===== src/rtl/sram_burst_address_gen_if.sv =====
// Bus bundle between the SPI transfer controller and the SRAM burst address generator.
`default_nettype none

interface sram_burst_address_gen_if #(
  parameter int ADDR_W = 13,
  parameter int LEN_W  = 8
);
  logic              initR;
  logic              load;
  logic [ADDR_W-1:0] start_addr;
  logic [LEN_W-1:0]  burst_len;
  logic              dir;
  logic              wrap;
  logic              incR;
  logic [ADDR_W-1:0] address;
  logic              busy;
  logic              last;
  logic              done;
  logic              ovf;

  modport master (
    output initR, load, start_addr, burst_len, dir, wrap, incR,
    input  address, busy, last, done, ovf
  );

  modport slave (
    input  initR, load, start_addr, burst_len, dir, wrap, incR,
    output address, busy, last, done, ovf
  );
endinterface

`default_nettype wire


===== src/rtl/sram_burst_address_gen.sv =====
`default_nettype none
// ============================================================================
// Module   : sram_burst_address_gen
// Purpose  : SRAM burst address generator (up/down stepping, beat count,
//            busy/last/done). Optional aligned-window wrap: SRAM_ADDR_WRAP_EN.
// Revision : 1.0 - initial release
// ============================================================================

module sram_burst_address_gen #(
  parameter int ADDR_W    = 13,
  parameter int LEN_W     = 8,
  parameter int STEP      = 1,
  parameter int WRAP_LOG2 = 4
) (
  input  logic                     clk,
  input  logic                     rst,
  sram_burst_address_gen_if.slave  bus
);

  typedef enum logic [1:0] {
    ST_IDLE  = 2'd0,
    ST_BURST = 2'd1,
    ST_DONE  = 2'd2
  } state_t;

  localparam logic [ADDR_W:0] c_step = (ADDR_W + 1)'(STEP);

  state_t            r_state, w_state_nxt;
  logic [ADDR_W-1:0] r_addr, w_addr_nxt;
  logic [LEN_W-1:0]  r_rem, w_rem_nxt;
  logic              r_dir, w_dir_nxt;
  logic              r_ovf, w_ovf_nxt;

  // Linear step carries one extra bit so the carry/borrow flags overflow.
  logic [ADDR_W:0]   w_sum_up, w_sum_dn;
  logic [ADDR_W-1:0] w_lin_addr, w_burst_addr;
  logic              w_lin_ovf, w_burst_ovf;

  assign w_sum_up   = {1'b0, r_addr} + c_step;
  assign w_sum_dn   = {1'b0, r_addr} - c_step;
  assign w_lin_addr = r_dir ? w_sum_dn[ADDR_W-1:0] : w_sum_up[ADDR_W-1:0];
  assign w_lin_ovf  = r_dir ? w_sum_dn[ADDR_W]     : w_sum_up[ADDR_W];

`ifdef SRAM_ADDR_WRAP_EN
  localparam logic [WRAP_LOG2-1:0] c_step_win = WRAP_LOG2'(STEP);

  logic                 r_wrap, w_wrap_nxt;
  logic [WRAP_LOG2-1:0] w_win_low;

  assign w_win_low    = r_dir ? (r_addr[WRAP_LOG2-1:0] - c_step_win)
                              : (r_addr[WRAP_LOG2-1:0] + c_step_win);
  assign w_burst_addr = r_wrap ? {r_addr[ADDR_W-1:WRAP_LOG2], w_win_low} : w_lin_addr;
  assign w_burst_ovf  = r_wrap ? 1'b0 : w_lin_ovf;
  assign w_wrap_nxt   = bus.load ? bus.wrap : r_wrap;

  always_ff @(posedge clk or negedge rst) begin
    if (!rst) begin
      r_wrap <= 1'b0;
    end else if (!bus.initR) begin
      r_wrap <= w_wrap_nxt;
    end
  end
`else
  // Wrap request and window size have no effect in the linear-only build.
  logic unused_wrap;
  assign unused_wrap  = ^{bus.wrap, 32'(WRAP_LOG2)};
  assign w_burst_addr = w_lin_addr;
  assign w_burst_ovf  = w_lin_ovf;
`endif

  always_ff @(posedge clk or negedge rst) begin
    if (!rst) begin
      r_state <= ST_IDLE;
      r_addr  <= '0;
      r_rem   <= '0;
      r_dir   <= 1'b0;
      r_ovf   <= 1'b0;
    end else begin
      r_state <= w_state_nxt;
      r_addr  <= w_addr_nxt;
      r_rem   <= w_rem_nxt;
      r_dir   <= w_dir_nxt;
      r_ovf   <= w_ovf_nxt;
    end
  end

  always_comb begin
    w_state_nxt = r_state;
    w_addr_nxt  = r_addr;
    w_rem_nxt   = r_rem;
    w_dir_nxt   = r_dir;
    w_ovf_nxt   = r_ovf;

    if (bus.load) begin
      // A load restarts from any state; an aborted burst never reports done.
      w_addr_nxt  = bus.start_addr;
      w_rem_nxt   = bus.burst_len;
      w_dir_nxt   = bus.dir;
      w_ovf_nxt   = 1'b0;
      w_state_nxt = (bus.burst_len == '0) ? ST_DONE : ST_BURST;
    end else begin
      case (r_state)
        ST_IDLE: begin
          if (bus.incR) begin
            w_addr_nxt = w_lin_addr;
            w_ovf_nxt  = r_ovf | w_lin_ovf;
          end
        end
        ST_BURST: begin
          if (bus.incR) begin
            w_addr_nxt = w_burst_addr;
            w_ovf_nxt  = r_ovf | w_burst_ovf;
            w_rem_nxt  = r_rem - LEN_W'(1);
            if (r_rem == LEN_W'(1)) begin
              w_state_nxt = ST_DONE;
            end
          end
        end
        ST_DONE: begin
          w_state_nxt = ST_IDLE;
        end
        default: begin
          w_state_nxt = ST_IDLE;
        end
      endcase
    end

    if (bus.initR) begin
      w_addr_nxt  = '0;
      w_rem_nxt   = '0;
      w_ovf_nxt   = 1'b0;
      w_dir_nxt   = r_dir;
      w_state_nxt = ST_IDLE;
    end
  end

  assign bus.address = r_addr;
  assign bus.busy    = (r_state == ST_BURST);
  assign bus.done    = (r_state == ST_DONE);
  assign bus.last    = (r_state == ST_BURST) && (r_rem == LEN_W'(1));
  assign bus.ovf     = r_ovf;

endmodule

`default_nettype wire

===== src/flat_wrapper.sv =====
// flat-port wrapper written by rule: the top's interface ports become plain ports
module sram_burst_address_gen_flat 
#(
  parameter int ADDR_W    = 13,
  parameter int LEN_W     = 8,
  parameter int STEP      = 1,
  parameter int WRAP_LOG2 = 4
)
  (clk, rst, bus_initR, bus_load, bus_start_addr, bus_burst_len, bus_dir, bus_wrap, bus_incR, bus_address, bus_busy, bus_last, bus_done, bus_ovf);
  sram_burst_address_gen_if #(.ADDR_W(ADDR_W), .LEN_W(LEN_W)) bus_i ();
  input  logic clk;
  input  logic rst;
  input wire logic [$bits(bus_i.initR)-1:0] bus_initR;
  input wire logic [$bits(bus_i.load)-1:0] bus_load;
  input wire logic [$bits(bus_i.start_addr)-1:0] bus_start_addr;
  input wire logic [$bits(bus_i.burst_len)-1:0] bus_burst_len;
  input wire logic [$bits(bus_i.dir)-1:0] bus_dir;
  input wire logic [$bits(bus_i.wrap)-1:0] bus_wrap;
  input wire logic [$bits(bus_i.incR)-1:0] bus_incR;
  output wire logic [$bits(bus_i.address)-1:0] bus_address;
  output wire logic [$bits(bus_i.busy)-1:0] bus_busy;
  output wire logic [$bits(bus_i.last)-1:0] bus_last;
  output wire logic [$bits(bus_i.done)-1:0] bus_done;
  output wire logic [$bits(bus_i.ovf)-1:0] bus_ovf;
  assign bus_i.initR = bus_initR;
  assign bus_i.load = bus_load;
  assign bus_i.start_addr = bus_start_addr;
  assign bus_i.burst_len = bus_burst_len;
  assign bus_i.dir = bus_dir;
  assign bus_i.wrap = bus_wrap;
  assign bus_i.incR = bus_incR;
  assign bus_address = bus_i.address;
  assign bus_busy = bus_i.busy;
  assign bus_last = bus_i.last;
  assign bus_done = bus_i.done;
  assign bus_ovf = bus_i.ovf;
  sram_burst_address_gen #(.ADDR_W(ADDR_W), .LEN_W(LEN_W), .STEP(STEP), .WRAP_LOG2(WRAP_LOG2)) u_core (.clk(clk), .rst(rst), .bus(bus_i));
endmodule

===== config.mk =====
export PLATFORM = sky130hd
export DESIGN_NAME = sram_burst_address_gen_flat
export DESIGN_NICKNAME = d
export VERILOG_FILES = /design/src/rtl/sram_burst_address_gen_if.sv /design/src/rtl/sram_burst_address_gen.sv /design/src/flat_wrapper.sv
export SDC_FILE = /design/constraint.sdc
export NUM_CORES = 1
export LEC_CHECK = 0
export ABC_CLOCK_PERIOD_IN_PS = 1900
export BUFFER_PORTS_ARGS = -buffer_cell sky130_fd_sc_hd__buf_4
export CAP_MARGIN = 10
export CELL_PAD_IN_SITES_DETAIL_PLACEMENT = 1
export CELL_PAD_IN_SITES_GLOBAL_PLACEMENT = 2
export CORE_MARGIN = 5
export CORE_UTILIZATION = 31
export DETAILED_ROUTE_END_ITERATION = 6
export GPL_ROUTABILITY_DRIVEN = 0
export PLACE_DENSITY = 0.91
export SLEW_MARGIN = 20
export SYNTH_ARGS = -nofsm -noshare
export SYNTH_HDL_FRONTEND = slang
export SYNTH_SLANG_ARGS = --single-unit

===== constraint.sdc =====
create_clock -name clk -period 1.9 [get_ports clk]
set_input_delay 0.285 -clock clk [delete_from_list [all_inputs] [get_ports clk]]
set_output_delay 0.285 -clock clk [all_outputs]
set_load 0.03 [all_outputs]

# ---- Yosys cells after proc, flatten, opt, wreduce, memory -nomap -nowiden
# Cells that the tools add are included.
# W data, S select, Z words.
dict set report word_totals {
  register_bits 25
  latch_bits 0
  mem_bits_rw 0
  rom_bits 0
  inputBits 28
  out_inout_bits 17
  elab_cells 47
  memories 0
}
dict set report classes {
  n_addsub 3
  multipliers 0
  div 0
  magnitude_cmp 0
  eq_ne 6
  shift 0
  mux 20
  bitwise 2
  reduce_logical 11
}
# op count
set ops {}
lappend ops {{$mux W13} 5}
lappend ops {{$mux W8} 4}
lappend ops {{$add A13 B1 Y14 const B} 1}
lappend ops {{$sub A13 B1 Y14 const B} 1}
lappend ops {{$mux W2} 5}
lappend ops {{$reduce_bool A3 Y1} 3}
lappend ops {{$eq A8 B1 Y1 const B} 1}
lappend ops {{$logic_not A8 Y1} 1}
lappend ops {{$sub A8 B1 Y8 const B} 1}
lappend ops {{$reduce_and A2 Y1} 3}
lappend ops {{$mux W1} 5}
lappend ops {{$ne A4 B3 Y1 const B} 1}
lappend ops {{$ne A4 B4 Y1 const B} 1}
lappend ops {{$pmux W2 S2} 1}
lappend ops {{$ne A3 B3 Y1 const B} 1}
lappend ops {{$reduce_and A3 Y1} 1}
lappend ops {{$eq A2 B1 Y1 const B} 1}
lappend ops {{$eq A2 B2 Y1 const B} 1}
lappend ops {{$logic_not A2 Y1} 1}
lappend ops {{$reduce_or A2 Y1} 1}
lappend ops {{$logic_and A1 B1 Y1} 1}
lappend ops {{$not A1 Y1} 1}
lappend ops {{$or A1 B1 Y1} 1}

# ---- Depth between registers and ports, before layout
# Gate-level depths: netlist of the first run.
dict set report logic_depth {
  word_depth 7
  mapped_depth 6
  depth_no_buf 6
}

# ---- Least setup slack after synthesis of the first run
# Ideal clock, no wire load.
dict set report synth_timing {
  path_kind {flip-flop to flip-flop}
  startpoint {register u_core.r_addr[4], in the netlist u_core.bus.address[4]}
  endpoint {register u_core.r_addr[7], in the netlist u_core.bus.address[7]}
  setup_time_ps 99
  arrival_time_ps 1827
  required_time_ps 1801
  slack_ps -27
  stages_incl_launch_ff 6
  path_buffers 1
  synth_period_minus_slack_ps 1927
  cell_sequence {dfrtp_1 -> buf_4 -> nor4b_4 -> a32oi_4 -> or4_1 -> a311oi_1}
}
dict set report synth_via {
  elab_chain_cells 6
  elab_cells_between_ends 7
  cone_classes {add/sub: 2; mux: 5}
}
# item line_no
set synth_rtl {}
lappend synth_rtl {{from (decl)} sram_burst_address_gen.sv:29} ;# logic [ADDR_W-1:0] r_addr, w_addr_nxt;
lappend synth_rtl {{from (signal assigned)} sram_burst_address_gen.sv:80} ;# r_addr <= w_addr_nxt;
lappend synth_rtl {{$add A13 B1 Y14 or $sub A13 B1 Y14 (tied branches)} {sram_burst_address_gen.sv:39, sram_burst_address_gen.sv:40}}
lappend synth_rtl {{$mux W13 *} sram_burst_address_gen.sv:41} ;# assign w_lin_addr = r_dir ? w_sum_dn[ADDR_W-1:0] : w_sum_up[ADDR_W-1:0];
lappend synth_rtl {{$mux W13 *} {sram_burst_address_gen.sv:104, sram_burst_address_gen.sv:110}}
lappend synth_rtl {{$mux W13 *} n/a}
lappend synth_rtl {{$mux W13 *} sram_burst_address_gen.sv:94} ;# if (bus.load) begin
lappend synth_rtl {{$mux W13 *} sram_burst_address_gen.sv:128} ;# if (bus.initR) begin
# Mark *: on every way between the ends. The rest lies on a longest branch, timed or not. The select of a mux whose other input is x is not followed.
# A chain may end at the register's enable or synchronous reset.

# ---- Final worst setup path of the first run
dict set report layout_timing {
  startpoint {register u_core.r_addr[2], in the netlist u_core.bus.address[2]}
  endpoint {register u_core.r_addr[7], in the netlist u_core.bus.address[7]}
}
# Same word-level chain as after synthesis.

==> results of run 1 <==
power by group through the flow:
stage | Clock, mW | Combinational (mW) | Sequential [mW]
finish | 0.321 | 0.448 | 0.619
global route | 0.357 | 0.492 | 0.626
CTS | 0.332 | 0.450 | 0.618
detailed placement | 0 | 0.443 | 0.628
global placement | 0 | 0.432 | 0.626
floorplan | 0 | 0.227 | 0.658
cell usage in the layout (no fill, tap or decap), types with 6 or more instances in the layout:
| cell type | n |
|---|---|
| a211oi_1 | 8 |
| a21oi_1 | 10 |
| buf_4 | 58 |
| dfrtp_1 | 24 |
| inv_1 | 6 |
| nand2_1 | 24 |
| nor2_1 | 25 |
| nor2b_1 | 6 |
| nor3_1 | 6 |
| o21ai_0 | 8 |
| xor2_1 | 6 |
final cells by class:
type                            count  area, um^2  area share (%)
Clock buffer                        4       45.04           1.932
Inverter                            8       30.03           1.288
Multi-Input combinational cell    166        1094           46.91
Sequential cell                    25       626.9           26.89
Tap cell                           72       90.09           3.865
Timing Repair Buffer               59       445.4           19.11
stage by stage:
step	TNS, ns	std cells	instance area [um^2]	worst slack (ns)
6_report	0	334	2331	0.07751
2_1_floorplan	0	213	1802	0.01190
4_1_cts	0	333	2321	0.03814
3_3_place_gp	0	327	2255	0.1031
5_1_grt	-0.006633	334	2331	-0.006633
3_5_place_dp	-0.01537	327	2255	-0.01537
timing repair:
item	CTS	global route
hold endpoints to repair	25	0
gates resized for setup	1	2
setup buffers	1	1
hold buffers	1	0
pin swaps	1	1
endpoints found under the setup margin	1	1
critical path: stages (launching register included):
cell and delay, ns:
dfrtp_1 0.52, and4b_4 0.32, a32oi_4 0.15, or4_1 0.50, a311oi_1 0.25
flip-flops by register name, indices dropped and copies added (netlist names):
signal              cells
u_core.r_state          2
u_core.bus.ovf          1
u_core.r_dir            1
u_core.r_rem            8
u_core.bus.address     13
kinds of logic after synthesis:
family	share of synthesized area (%)
fa+ha+maj	2.780
buf+inv	4.864
compound gates	22.31
xor+xnor	4.864
flops	34.75
mux	0.5560
simple gates	29.88
metal layers:
| metal | GRT usage, % | vias to the layer above | wire (um) |
|---|---|---|---|
| met5 | 0 | - | 0 |
| li1 | - | 876 | - |
| met3 | 1.901 | 5 | 227 |
| met1 | 21.52 | 883 | 2590 |
| met2 | 27.19 | 46 | 2768 |
| met4 | 4.108 | 0 | 61 |
how the worst max path moves through the flow:
| stage | start | to | slack, ns | cells past startpoint |
|---|---|---|---|---|
| 2_1_floorplan | u_core.bus.address[3]$_DFFE_PN0P_ | u_core.bus.address[7]$_DFFE_PN0P_ | 0.01 | 4 |
| 3_3_place_gp | u_core.r_rem[0]$_DFFE_PN0P_ | u_core.r_rem[6]$_DFFE_PN0P_ | 0.10 | 6 |
| 3_5_place_dp | u_core.r_rem[0]$_DFFE_PN0P_ | u_core.r_rem[6]$_DFFE_PN0P_ | -0.02 | 6 |
| 4_1_cts | u_core.r_rem[0]$_DFFE_PN0P_ | u_core.r_rem[6]$_DFFE_PN0P_ | 0.04 | 6 |
| 5_1_grt | u_core.r_rem[1]$_DFFE_PN0P_ | u_core.r_rem[6]$_DFFE_PN0P_ | -0.007 | 6 |
| 6_report | u_core.bus.address[2]$_DFFE_PN0P_ | u_core.bus.address[7]$_DFFE_PN0P_ | 0.08 | 4 |
==> impl_metrics.ini, run 1 <==
[status]
status = completed

[floorplanning]
die_w_um = 86.21
initial_core_util_pct = 32.30
rows = 27
dieArea_um2 = 7432
die_h_um = 86.21
ios = 45
core_um2 = 5574

[critical_path]
crit_arrival_ns = 2.00
startpoint_type = flop
reg2reg_to = u_core.bus.address[7]$_DFFE_PN0P_
required_ns = 2.08
reg2reg_from = u_core.bus.address[2]$_DFFE_PN0P_
rrSetupSlack_ns = 0.08
crit_type = flop to flop
cp_max_fo = 8
ff2ff_path_depth = 4
cp-end-kind = flop

[power_and_ir_drop]
combPwrFrac_pct = 32.3
swShare_pct = 33.93
p_int_mw = 0.9169
clkPwrFrac_pct = 23.1
peakVddDrop_mv = 0.2508
p_sw_mw = 0.4708
power_frac_seq_pct = 44.6
power_density_nw_per_um2 = 595.3
finalPower_mw = 1.388
leakagePower_nw = 1.015

[timing]
timing.max_slew.rel_slack_pct = 60.25
drv_slew = 0
hold_viol = 0
finalClockSkew_ns = 0.003034
setup_violations = 0
fin_crit_ns = 1.822
finalCritPeriodShare_pct = 95.92
fin_hold_ws_ns = 0.2170
worst_pin_slew_ns = 0.5909
fmax_mhz = 548.7

[finish]
layout.nets = 295
fin_util_pct = 41.82
n_antenna_cell = 0
syn2layout_area_growth_pct = 29.47
drive_above_1_share_pct = 28.24
nFillCells = 698

[synthesis]
yosysUniqueCellTypes = 55
synth-seq-cells = 25
synth_cells = 213
ys.flop_type = dfrtp_1
yosys-top-cells-area = dfrtp_1 (35%), nor2_1 (5.2%), nand2_1 (5.0%)
syn_area_per_cell_um2 = 8.453
ys_async_sr_fraction_pct = 100.0
synthesis.nets = 245
yosys.area.top_type = dfrtp_1
synth-edff-count = 0
synth_top_cell_area_share_pct = 34.75
ys_top_cells_by_count = dfrtp_1 (25), nor2_1 (25), nand2_1 (24)
seq_area_frac_synth_pct = 34.75
syn-cell-area_um2 = 1800
synth.yosys.warnings = 0

[detailed_routing]
via_count = 1810
drc = 0
routed_via_density = 5.419
wl_mm = 5.648
first_pass_iters = 4
avgRoutedWirePerCell_um = 16.91
dr.first_iter.drc_count = 68
ant_nets = 0

[grt]
grt.overflow.total = 0
grt_pass1_wl_mm = 9.563
grt_max_degree = 26
antenna_found_initial = 0
grtUsageTotal_pct = 15.97
grt_pass1_vias = 1913

[run]
drv_cap = 0

[clock_tree]
root_buffer = clkbuf_8
clk_pin_slew_ns = 0.09
clk_path_buf_depth = 2
clk_latency_ns = 0.27
numCtsBuffers = 3
h-tree-depth = 1
cts_tree = built
clock_sinks = 25

[placed_design]
dp_hpwl_mm = 4.281
io_buffers = 43

[min_path]
hold_depth = 2
min_to = u_core.bus.address[6]$_DFFE_PN0P_
hp-start = bus_start_addr[6]
hp-class = input port to flop
(Power assumes the default switching activity.)
==> run 2, diff against run 1 <==
--- a/config.mk
+++ b/config.mk
@@ -8,10 +8,8 @@
 export ABC_CLOCK_PERIOD_IN_PS = 1900
 export BUFFER_PORTS_ARGS = -buffer_cell sky130_fd_sc_hd__buf_4
 export CAP_MARGIN = 10
-export CELL_PAD_IN_SITES_DETAIL_PLACEMENT = 1
-export CELL_PAD_IN_SITES_GLOBAL_PLACEMENT = 2
 export CORE_MARGIN = 5
-export CORE_UTILIZATION = 31
+export CORE_UTILIZATION = 53
 export DETAILED_ROUTE_END_ITERATION = 6
 export GPL_ROUTABILITY_DRIVEN = 0
 export PLACE_DENSITY = 0.91
==> impl_metrics.ini, run 2 (same netlist as run 1, synthesis figures left out) <==
[status]
status = completed

[timing]
finalCritPeriodShare_pct = 94.12
tns_ns = 0
timing.max_slew.rel_slack_pct = 58.34
fmax_mhz = 559.2
worst_pin_slew_ns = 0.6192
setup_violations = 0
rsz0062_at_grt = false
fin_crit_ns = 1.788
hold_viol = 0
finalClockSkew_ns = 0.008139
drv_slew = 0

[critical_path]
path_cells = inv_1 -> ha_1 -> nand4b_1 -> or4b_4 -> xor2_1 -> a211oi_2
cp-end-kind = flop
required_ns = 2.15
cp_max_fo = 3
rrSetupSlack_ns = 0.11
reg2reg_from = u_core.r_rem[1]$_DFFE_PN0P_
slowest_stage = or4b_4
path_buf_inv = 1
reg2reg_to = u_core.r_rem[6]$_DFFE_PN0P_
critPathMaxStageDelay_ns = 0.54
path_delay_family = simple AND/OR/NAND/NOR gates
crit_arrival_ns = 2.04
crit_type = flop to flop
startpoint_type = flop
ff2ff_path_depth = 6

[detailed_routing]
ant_nets = 0
via_count = 1818
drc = 0
first_pass_iters = 4
dr.first_iter.drc_count = 145
avgRoutedWirePerCell_um = 15.37
routed_via_density = 5.941
wl_mm = 4.704

[floorplanning]
rows = 21
die_w_um = 68.29
core_um2 = 3311
ios = 45
dieArea_um2 = 4663
die_h_um = 68.29
initial_core_util_pct = 54.38

[min_path]
hp-start = bus_start_addr[6]
hold_depth = 2
hp-class = input port to flop
min_to = u_core.bus.address[6]$_DFFE_PN0P_

[clock_tree]
numCtsBuffers = 3
clk_path_buf_depth = 2
clock_sinks = 25
h-tree-depth = 1
clk_pin_slew_ns = 0.14
cts_tree = built
clk_latency_ns = 0.33
root_buffer = clkbuf_4

[run]
drv_cap = 0

[finish]
drive_above_1_share_pct = 28.46
n_antenna_cell = 0
largest_reg_flops = 13
syn2layout_area_growth_pct = 26.34
final_common_cell = buf_4
final_cell_mix = buf_4 (56), nor2_1 (25), nand2_1 (24)
layout.nets = 293
stdcell_count = 306

[grt]
grt_pass1_vias = 1734
grtUsageTotal_pct = 22.11
top_usage_layer = met2
gr-usage-met3_pct = 2.956
use_met2_pct = 36.58
grt_max_degree = 26
antenna_found_initial = 0
grt_pass1_wl_mm = 7.824
grt.overflow.total = 0
grt_use_met1_pct = 28.93

[placed_design]
dp_cells = 297
io_buffers = 43
dp_hpwl_mm = 3.467

[power_and_ir_drop]
power_density_nw_per_um2 = 572.7
peakVddDrop_mv = 0.2886
leakagePower_nw = 0.9990
-- run 2: layout make-up --
class                      count  area, um^2
clock buffer                   4       26.28
fill                         285        1036
inverter                       8       30.03
multi-input combinational    166        1101
sequential                    25       629.4
tap                           46       57.56
timing repair buffer          57       430.4
-- run 2: worst register-to-register path: stages (launching register included) --
cell	delay [ns]
dfrtp_1	0.42
inv_1	0.10
ha_1	0.18
nand4b_1	0.15
or4b_4	0.54
xor2_1	0.17
a211oi_2	0.16
-- run 2: metrics by stage --
stage	hold WS (ns)	area (um^2)	power [mW]	setup WS (ns)	util [%]
after detailed placement	0.2106	2192	1.044	0.08821	66.21
after global placement	0.2107	2192	1.033	0.1325	66.21
final	0.1578	2275	1.303	0.1118	68.71
after CTS	0.1578	2228	1.291	0.03947	67.31
after floorplan	-0.01059	1802	0.8852	0.01190	-
after global routing	0.1525	2275	1.384	0.006654	68.71
-- run 2: worst max path at each step --
stage                                                  from                           endpoint  slack, ns  cells after the start
after floorplan           u_core.bus.address[3]$_DFFE_PN0P_  u_core.bus.address[7]$_DFFE_PN0P_       0.01                      4
after global routing            u_core.r_rem[1]$_DFFE_PN0P_        u_core.r_rem[6]$_DFFE_PN0P_      0.007                      6
after detailed placement        u_core.r_rem[0]$_DFFE_PN0P_        u_core.r_rem[6]$_DFFE_PN0P_       0.09                      6
final                           u_core.r_rem[1]$_DFFE_PN0P_        u_core.r_rem[6]$_DFFE_PN0P_       0.11                      6
after global placement          u_core.r_rem[0]$_DFFE_PN0P_        u_core.r_rem[6]$_DFFE_PN0P_       0.13                      6
after CTS                       u_core.r_rem[0]$_DFFE_PN0P_        u_core.r_rem[6]$_DFFE_PN0P_       0.04                      6
-- run 2: per-layer routing --
layer	part of all wire, %	wire length (um)
met4	1.6	76
met5	0	0
met2	47	2226
met3	7.2	339
met1	44	2062
-- run 2: report_power, final --
group	leakage [nW]	internal [mW]	switching, mW
combinational	0.660	0.196	0.237
clock	0.0150	0.0824	0.165
sequential	0.324	0.569	0.0536
-- run 2: what timing repair did --
action / in CTS / in global routing
setup buffers: 0 / 4
setup endpoints to repair: 0 / 2
gates resized for setup: 0 / 5
hold buffers: 1 / 0
endpoints found under the hold margin: 25 / 0
